File: config.mk
export PLATFORM = sky130hd
export DESIGN_NAME = rom_arbiter
export DESIGN_NICKNAME = d
export VERILOG_FILES = /design/src/rtl/rom_arb_pkg.sv /design/src/rtl/rom_arb_starve_ctr.sv /design/src/rtl/rom_arbiter.sv
export SDC_FILE = /design/constraint.sdc
export NUM_CORES = 1
export LEC_CHECK = 0
export CAP_MARGIN = 20
export CORE_MARGIN = 1.5
export CORE_UTILIZATION = 34
export DETAILED_ROUTE_END_ITERATION = 10
export PLACE_DENSITY = 0.92
export SYNTH_ARGS = -nofsm -noshare
export SYNTH_HDL_FRONTEND = slang
export SYNTH_HIERARCHICAL = 1
export SYNTH_SLANG_ARGS = --single-unit
File: constraint.sdc
create_clock -name clk -period 2.4 [get_ports clk]
set_input_delay 0.48 -clock clk [delete_from_list [all_inputs] [get_ports clk]]
set_output_delay 0.48 -clock clk [all_outputs]
set_load 0.01 [all_outputs]
File: src/rtl/rom_arb_pkg.sv
// rom_arb_pkg: shared ROM geometry, port identifiers and response record for rom_arbiter
package rom_arb_pkg;
    localparam int ROM_AW = 10;
    localparam int ROM_DW = 32;
    typedef enum logic {PORT_FETCH = 1'b0, PORT_LOAD = 1'b1} rom_port_e;
    typedef struct packed {
        logic [ROM_DW-1:0] data;
        logic              err;
    } rom_resp_t;
endpackage

File: src/rtl/rom_arb_starve_ctr.sv
// rom_arb_starve_ctr: counts consecutive denied cycles of the load port and raises a one-cycle forced grant at LIM
module rom_arb_starve_ctr #(
    parameter int LIM = 4
) (
    input  logic clk,
    input  logic rst,
    input  logic valid,
    input  logic accepted,
    output logic force_grant
);
    localparam int W = $clog2(LIM + 1) < 1 ? 1 : $clog2(LIM + 1);
    logic [W-1:0] cnt;
    assign force_grant = cnt == W'(LIM);
    always_ff @(posedge clk) begin
        if (rst || !valid || accepted)
            cnt <= '0;
        else if (!force_grant)
            cnt <= cnt + 1'b1;
    end
endmodule

File: src/rtl/rom_arbiter.sv
// rom_arbiter: two-port fetch/load arbiter in front of an async-read ROM with registered responses
// Optional load-port starvation guard enabled by defining ROM_ARB_STARVE_GUARD_EN.
module rom_arbiter
    import rom_arb_pkg::*;
#(
    parameter int AW          = ROM_AW,
    parameter int DW          = ROM_DW,
    parameter int VALID_WORDS = 1024,
    parameter int STARVE_LIM  = 4
) (
    input  logic          clk,
    input  logic          rst,
    input  logic [1:0]    req_valid,
    input  logic [31:0]   req_addr0,
    input  logic [31:0]   req_addr1,
    output logic [1:0]    req_ready,
    output logic [1:0]    resp_valid,
    output logic [DW-1:0] resp_data,
    output logic          resp_err,
    output logic [AW-1:0] rom_address,
    input  logic [DW-1:0] rom_data
);
    logic [1:0]    acc;
    logic [31:0]   sel_addr;
    logic          err;
    logic          force_grant;
    logic [AW-1:0] addr_q;
    logic [1:0]    resp_valid_q;
    rom_resp_t     resp_q;

`ifdef ROM_ARB_STARVE_GUARD_EN
    rom_arb_starve_ctr #(.LIM(STARVE_LIM)) u_starve_ctr (
        .clk         (clk),
        .rst         (rst),
        .valid       (req_valid[PORT_LOAD]),
        .accepted    (acc[PORT_LOAD]),
        .force_grant (force_grant)
    );
`else
    localparam int unused_starve_lim = STARVE_LIM;
    assign force_grant = 1'b0;
`endif

    always_comb begin
        req_ready[PORT_FETCH] = req_valid[PORT_FETCH] & ~(force_grant & req_valid[PORT_LOAD]);
        req_ready[PORT_LOAD]  = req_valid[PORT_LOAD] & (~req_valid[PORT_FETCH] | force_grant);
        acc         = req_valid & req_ready;
        sel_addr    = acc[PORT_LOAD] ? req_addr1 : req_addr0;
        err         = (sel_addr[1:0] != 2'b00) || ({2'b00, sel_addr[31:2]} >= 32'(VALID_WORDS));
        rom_address = |acc ? sel_addr[AW+1:2] : addr_q;
    end

    // The pending response is suppressed while reset is asserted, not only after the reset edge.
    assign resp_valid = rst ? 2'b00 : resp_valid_q;
    assign resp_data  = resp_q.data;
    assign resp_err   = resp_q.err;

    always_ff @(posedge clk) begin
        if (rst) begin
            addr_q       <= '0;
            resp_valid_q <= '0;
            resp_q       <= '0;
        end else begin
            addr_q       <= rom_address;
            resp_valid_q <= acc;
            if (|acc)
                resp_q <= '{data: err ? '0 : rom_data, err: err};
        end
    end
endmodule

==> results.txt, run 1 <==
----------------------------------------------------
[Run status]
  Status ... complete, no violations

[Final layout]
  Fill cell instance count of the final layout ... 373
  Final cell count without fillers ... approximately 370
  Most common cell after layout, fill and taps aside ... clkdlybuf4s50_1
  Final nets ... 406
  Number of antenna cells inserted ... 0
  P&R area growth vs syn ... 98.4%
  Fraction of final layout cells sized beyond drive strength 1 ... 7.49%
  Commonest non-fill, non-tap cells in the layout ... clkdlybuf4s50_1, dfxtp_1, a22o_1

[Setup path]
  Worst R2R Path Depth ... 3
  Worst-case register-to-register setup slack ... 1.57 ns
  Critical-path maximum fanout ... 26
  CP Launch Type ... primary input
  Crit. End Element ... primary output
  CP Data Required Time ... 1.92 ns
  Critical R2R Capture ... addr_q[6]
  Timing endpoint of the critical path ... req_ready[1]
  Worst setup path category ... primary input to primary output
  Start point of the critical path ... req_valid[0]
  FF-to-FF Start ... addr_q[6]
  Data arrival at the endpoint of the critical path ... between 1.5 and 2 ns

[Synthesis]
  Register bit count reported by yosys ... 45
  Distinct cell type count of the synthesized netlist ... 22
  Post-synthesis instance total ... 156
  Total nets after synthesis ... 256
  YS warnings ... 6
  Sequential fraction of the synthesis area ... 52.8%
  Cell area after synthesis ... 1710 µm²
  Mean cell area of the mapped netlist ... around 11 µm²

[STA]
  Total Negative Setup Slacks ... 0 ns
  Final setup violation count ... 0
  Count of endpoints failing hold in the final timing report ... 0
  Clock Skews ... 0 ns
  Final worst-path cycle share ... 96.9%
  Worst-margin pin slew ... 0.326 ns
  Max-Slew Margin vs Limit ... 78.2%
  Hold slack final ... between 0.4 and 0.5 ns
  Fmax achieved ... about 430 MHz
  Final Slew Violations ... 0
  Crit path time final ... approximately 2.3 ns
  Setup repair after global routing missed its margin ... false

[Global routing]
  Number of antenna violations at the first check in global routing ... 0
  Largest net degree at the start of global routing ... 33
  Wire length of the first global-routing pass ... 8170 µm
  Total routing usage reported by global routing ... 19.6%
  Global route overflow ... 0
  Vias in the first global route ... 1,794

[Clocking]
  Clock latency reported for the late side of the worst-skew pair ... 0.28 ns
  Number of setup buffers added after CTS ... 0
  Maximum root-to-sink buffer count ... 2
  Clock buffer count from CTS ... 5
  Clock sinks ... 45
  Clk root buf ... clkbuf_8
  Clock H-tree levels ... 2
  Clock tree from TritonCTS ... yes
  Hold buffers post-CTS ... 0
  Clock transition time at the flip-flop clock pins of the worst setup and hold paths ... approximately 0.080 ns

[Pwr]
  Clock Power Share ... between 30% and 40%
  Internal cell power ... 1.29 mW
  Overall Power ... approximately 1.6 mW
  VDD IR max ... about 0.42 mV
  Leakage power figure ... 1.34 nW
  Share of power burned in combinational logic ... between 10% and 20%
  Ratio of total power to cell area ... 481 nW/µm²
  Share of power burned in registers ... about 47%
  Switching Fraction ... roughly a fifth
  Switching pwr ... 333 µW

[Placed design]
  HPWL reported at the end of detailed placement ... 4280 µm
  Placed Instances ... approximately 370
  PortBufs ... 146
  Placer Congestion ... 0.751

[Route]
  Drc violations ... 0
  Vias per inst ... about 4.7
  Wire per inst ... 14.4 µm
  DRT Wirelength ... 5370 µm
  Initial detailed-routing violation count ... 60
  First-pass iteration count of the detailed router ... 6
  Number of antenna-violating nets in the routed design ... 0
  Vias post-DR ... 1,771

[Floorplan]
  Count of boundary I/O pins ... 147
  DIE AREA ... roughly 5400 µm²
  Std-Cell Rows ... 25
  Effective utilization at floorplan ... 35.6%
  Floorplan Core Area ... 4790 µm²
  Floorplan die width ... 73.8 µm
  Y dimension of the die ... approximately 74 µm

[Run]
  Maximum capacitance violations ... 0

[Hold path]
  Class of the tightest hold or removal check ... register to register

----------------------------------------------------
[registers in the layout, indices dropped and copies added (netlist names)]
name,count
resp_data,32
addr_q,10
resp_valid_q,2
resp_err,1
[logic make-up (layout without fill, tap and decap cells)]
| logic type | Yosys count | in the layout | synth area share [%] |
|---|---|---|---|
| flip-flops | 45 | 45 | 52.8 |
| AND/OR/NAND/NOR | 45 | 45 | 15.7 |
| AO/OA/AOI/OAI | 44 | 44 | 21.4 |
| buffers and inverters | 12 | 163 | 4.25 |
| multiplexers | 10 | 10 | 5.87 |
[what timing repair did]
action | in CTS | in global routing
cloned | 0 | 0
resized for setup | 12 | 1
setup endpoints to repair | 10 | 1
[power groups by stage]
| stage | logic (mW) | clock network [mW] | registers (mW) |
|---|---|---|---|
| floorplan | 0.0641 | 0 | 0.780 |
| global placement | 0.283 | 0 | 0.780 |
| detailed placement | 0.288 | 0 | 0.781 |
| CTS | 0.279 | 0.598 | 0.763 |
| global route | 0.299 | 0.628 | 0.764 |
| finish | 0.279 | 0.585 | 0.763 |
[cell usage after synthesis]
master | count | area, µm²
a221oi_4 | 1 | 26.3
buf_6 | 3 | 33.8
buf_4 | 1 | 7.51
mux2i_1 | 10 | 100
dfxtp_1 | 45 | 901
buf_1 | 1 | 3.75
nand2_1 | 10 | 37.5
nor2b_1 | 13 | 81.3
a22o_1 | 32 | 280
nor2_1 | 4 | 15.0
buf_2 | 1 | 5.00
o21ai_0 | 10 | 50.1
nor3b_2 | 1 | 12.5
nor3_1 | 3 | 15.0
a22oi_1 | 1 | 7.51
nand2b_1 | 1 | 6.26
nand4_2 | 1 | 12.5
nor4_1 | 7 | 43.8
nand4_1 | 3 | 18.8
inv_2 | 1 | 3.75
nor4_2 | 2 | 25.0
clkbuf_1 | 5 | 18.8
[critical path: stages]
cell	delay, ns
clkdlybuf4s50_1	0.44
buf_12	0.17
nand2b_4	0.15
inv_2	0.05
clkdlybuf4s50_1	0.54
[routing by layer]
metal  vias up  share of wire (%)  routed length [µm]  GRT usage (%)
met5         -                  0                   0              0
met4         0                1.8                  97           7.61
met3        12                7.4                 396           5.35
met2        86                 50                2680           34.2
met1       795                 41                2200           22.6
li1        878                  -                   -              -
[final cells by class]
type | instances | area [µm²] | area share [%]
repair buffers | 154 | 1530 | 45.3
flip-flops and latches | 45 | 901 | 26.6
multi-input cells | 99 | 744 | 22.0
clock buffers | 7 | 86.3 | 2.55
well taps | 67 | 83.8 | 2.48
clock inverters | 1 | 30.0 | 0.888
inverters | 1 | 3.75 | 0.111
[worst min path at each step]
stage                               end  slack, ns          start  depth (start not counted)
after floorplan            resp_data[0]       0.52   resp_data[0]                          1
after global placement    resp_data[30]       0.46  resp_data[30]                          1
after detailed placement  resp_data[21]       0.46  resp_data[21]                          1
after CTS                  resp_data[1]       0.49   resp_data[1]                          1
after global routing       resp_data[1]       0.49   resp_data[1]                          1
final                     resp_data[22]       0.48  resp_data[22]                          1
[through the flow]
step | utilization [%] | cell area [µm²] | setup slack (ns)
2_1_floorplan | - | 1710 | 0.735
3_3_place_gp | 68.4 | 3270 | -0.0658
3_5_place_dp | 68.4 | 3270 | -0.142
4_1_cts | 70.5 | 3380 | 0.00673
5_1_grt | 70.7 | 3380 | 0.0532
6_report | 70.7 | 3380 | 0.0749
No activity file was read; power rests on OpenSTA's default activity.
==> run 2, diff against run 1 <==
Settings changed: CORE_MARGIN 1.5 to 5.
==> run 2 against run 1 <==
Compared with the run above: count of clock-buffer cells in the layout fell by 2; sequential share of layout area grew 0.24 points; clock skew unchanged; clock power down 23%; non-clock buffer count grew 1; worst hold slack gained 0.0053 ns; global-route usage decreased by 1.7 points; via count up 0.79%; total power decreased by 8.1%; first-iteration DRC count decreased by 42%; utilization decreased by 0.63 points; combinational power about the same; critical path type unchanged; largest power group unchanged.
==> results.txt, run 2 (same netlist as run 1, synthesis figures left out) <==
----------------------------------------------------
[Route]
  Vias per inst ... 4.76 (+0.52%)
  Vias post-DR ... 1,785 (+0.79%)
  DRT Wirelength ... 5860 µm (+9.1%)
  Wire per inst ... 15.6 µm (+8.9%)
  Number of antenna-violating nets in the routed design ... 0 (unchanged)
  Initial detailed-routing violation count ... 35 (-42%)
  First-pass iteration count of the detailed router ... 4 (-2)
  Drc violations ... 0 (unchanged)

[Floorplan]
  DIE AREA ... 6530 µm² (+20%)
  Floorplan die width ... 80.8 µm (+9.5%)
  Y dimension of the die ... 80.8 µm (+9.5%)
  Floorplan Core Area ... 4790 µm² (unchanged)
  Count of boundary I/O pins ... 147 (unchanged)
  Std-Cell Rows ... 25 (unchanged)
  Effective utilization at floorplan ... 35.6% (unchanged)

[Clocking]
  Clock H-tree levels ... 2 (unchanged)
  Number of setup buffers added after CTS ... 0 (unchanged)
  Clk root buf ... clkbuf_8
  Maximum root-to-sink buffer count ... 2 (unchanged)
  Clock latency reported for the late side of the worst-skew pair ... 0.28 ns (about the same)
  Clock transition time at the flip-flop clock pins of the worst setup and hold paths ... 0.09 ns (about the same)
  Hold buffers post-CTS ... 0 (unchanged)
  Clock tree from TritonCTS ... yes
  Clock buffer count from CTS ... 5 (unchanged)
  Clock sinks ... 45 (unchanged)

[Pwr]
  VDD IR max ... 0.416 mV (-0.26%)
  Ratio of total power to cell area ... 446 nW/µm² (-7.2%)
  Overall Power ... 1.50 mW (-8.1%)
  Leakage power figure ... 1.33 nW (-0.76%)

[Setup path]
  Data arrival at the endpoint of the critical path ... 1.85 ns (about the same)
  Crit-path cells ... clkdlybuf4s50_1 -> buf_4 -> nand2b_4 -> inv_2 -> clkdlybuf4s50_1
  Delay of the slowest cell on the worst path ... 0.54 ns (about the same)
  Cell with the largest stage delay on the worst path ... clkdlybuf4s50_1
  Combined buffer and inverter count along the critical path ... 4 (unchanged)
  Worst setup path category ... primary input to primary output
  Cell mode on critical path ... clkdlybuf4s50_1
  Kind of cell adding the most delay to the critical path ... buffers and inverters
  Critical-path maximum fanout ... 10 (-62%)
  CP Data Required Time ... 1.92 ns (about the same)
  Crit. End Element ... primary output
  CP Launch Type ... primary input

[Global routing]
  Number of antenna violations at the first check in global routing ... 0 (unchanged)
  Vias in the first global route ... 1,922 (+7.1%)
  Largest net degree at the start of global routing ... 33 (unchanged)
  Global route overflow ... 0 (unchanged)
  Total routing usage reported by global routing ... 17.9% (-1.7 points)
  Wire length of the first global-routing pass ... 9130 µm (+12%)

[STA]
  Final setup violation count ... 0 (unchanged)
  Hold slack final ... 0.484 ns (+0.00531 ns)
  Count of endpoints failing hold in the final timing report ... 0 (unchanged)
  Max-Slew Margin vs Limit ... 78.2% (about the same)
  Least setup slack across all paths after layout ... 0.0711 ns (-0.00382 ns)
  Clock Skews ... 0 ns (unchanged)
  Fmax achieved ... 429 MHz (-0.16%)
  Final worst-path cycle share ... 97.0% (+0.16 points)
  Crit path time final ... 2.33 ns (+0.00382 ns)
  Setup repair after global routing missed its margin ... false
  Final Slew Violations ... 0 (unchanged)
  Worst-margin pin slew ... 0.327 ns (+0.000681 ns)

[Final layout]
  Fill cell instance count of the final layout ... 366 (-1.9%)
  Number of antenna cells inserted ... 0 (unchanged)
  Fraction of final layout cells sized beyond drive strength 1 ... 8.12% (+0.63 points)
  Area of the multi-input gates ... 744 µm² (unchanged)
  Flip-flop count of the largest register after layout ... 32 (unchanged)
  Commonest non-fill, non-tap cells in the layout ... clkdlybuf4s50_1, dfxtp_1, a22o_1
  Most common cell after layout, fill and taps aside ... clkdlybuf4s50_1
  Register area ... 901 µm² (unchanged)
  Final nets ... 407 (+0.25%)
  P&R area growth vs syn ... 96.6%

[Placed design]
  HPWL reported at the end of detailed placement ... 4810 µm (+12%)
  Pre-CTS worst setup slack ... -0.133 ns (+0.00900 ns)
  Placer Congestion ... 0.753 (+0.33%)
  PortBufs ... 146 (unchanged)

[Hold path]
  Class of the tightest hold or removal check ... register to register

[Run status]
  Status ... complete, no violations

[Run]
  Maximum capacitance violations ... 0 (unchanged)

----------------------------------------------------
==> run 2: path summary, 6_finish.rpt <==
kind | start | to | slack (ns) | cells after the start
worst max-delay path | req_valid[0] | req_ready[1] | 0.07 | 5
worst max register to register | addr_q[3] | addr_q[3] | 1.59 | 3
worst min register to register | resp_data[6] | resp_data[6] | 0.48 | 1
worst min-delay path | resp_data[6] | resp_data[6] | 0.48 | 1
==> run 2: per-layer routing <==
layer | up-vias | global-route usage (%) | routed length [µm]
met1 | 818 | 19.9 | 2220
met2 | 77 | 32.6 | 3090
met3 | 7 | 5.65 | 490
met5 | - | 0 | 0
li1 | 883 | - | -
met4 | 0 | 4.73 | 65
==> run 2: area by class of cell <==
cell class | count | area share (%)
multi-input cells | 99 | 22.2
inverters | 1 | 0.112
flip-flops and latches | 45 | 26.9
well taps | 67 | 2.50
clock inverters | 3 | 0.672
clock buffers | 5 | 2.05
repair buffers | 155 | 45.6
==> run 2: power by group <==
part           leakage, nW  total (mW)  internal, mW  switching, mW
logic                0.920       0.279         0.194         0.0859
registers            0.365       0.763         0.759        0.00340
clock network       0.0481       0.453         0.206          0.247
total                 1.33        1.50          1.16          0.336
==> run 2: metrics by stage <==
stage | utilization (%) | TNS, ns | instance area, µm² | instances
after floorplan | - | 0 | 1710 | 156
after global placement | 68.3 | -0.609 | 3270 | 367
after detailed placement | 68.3 | -0.975 | 3270 | 367
after CTS | 69.9 | 0 | 3350 | 375
after global routing | 70.1 | 0 | 3350 | 375
final | 70.1 | 0 | 3350 | 375
==> run 2: what timing repair did <==
action | in CTS | in global routing
setup endpoints to repair | 10 | 1
gates resized for setup | 11 | 1
cloned | 0 | 0
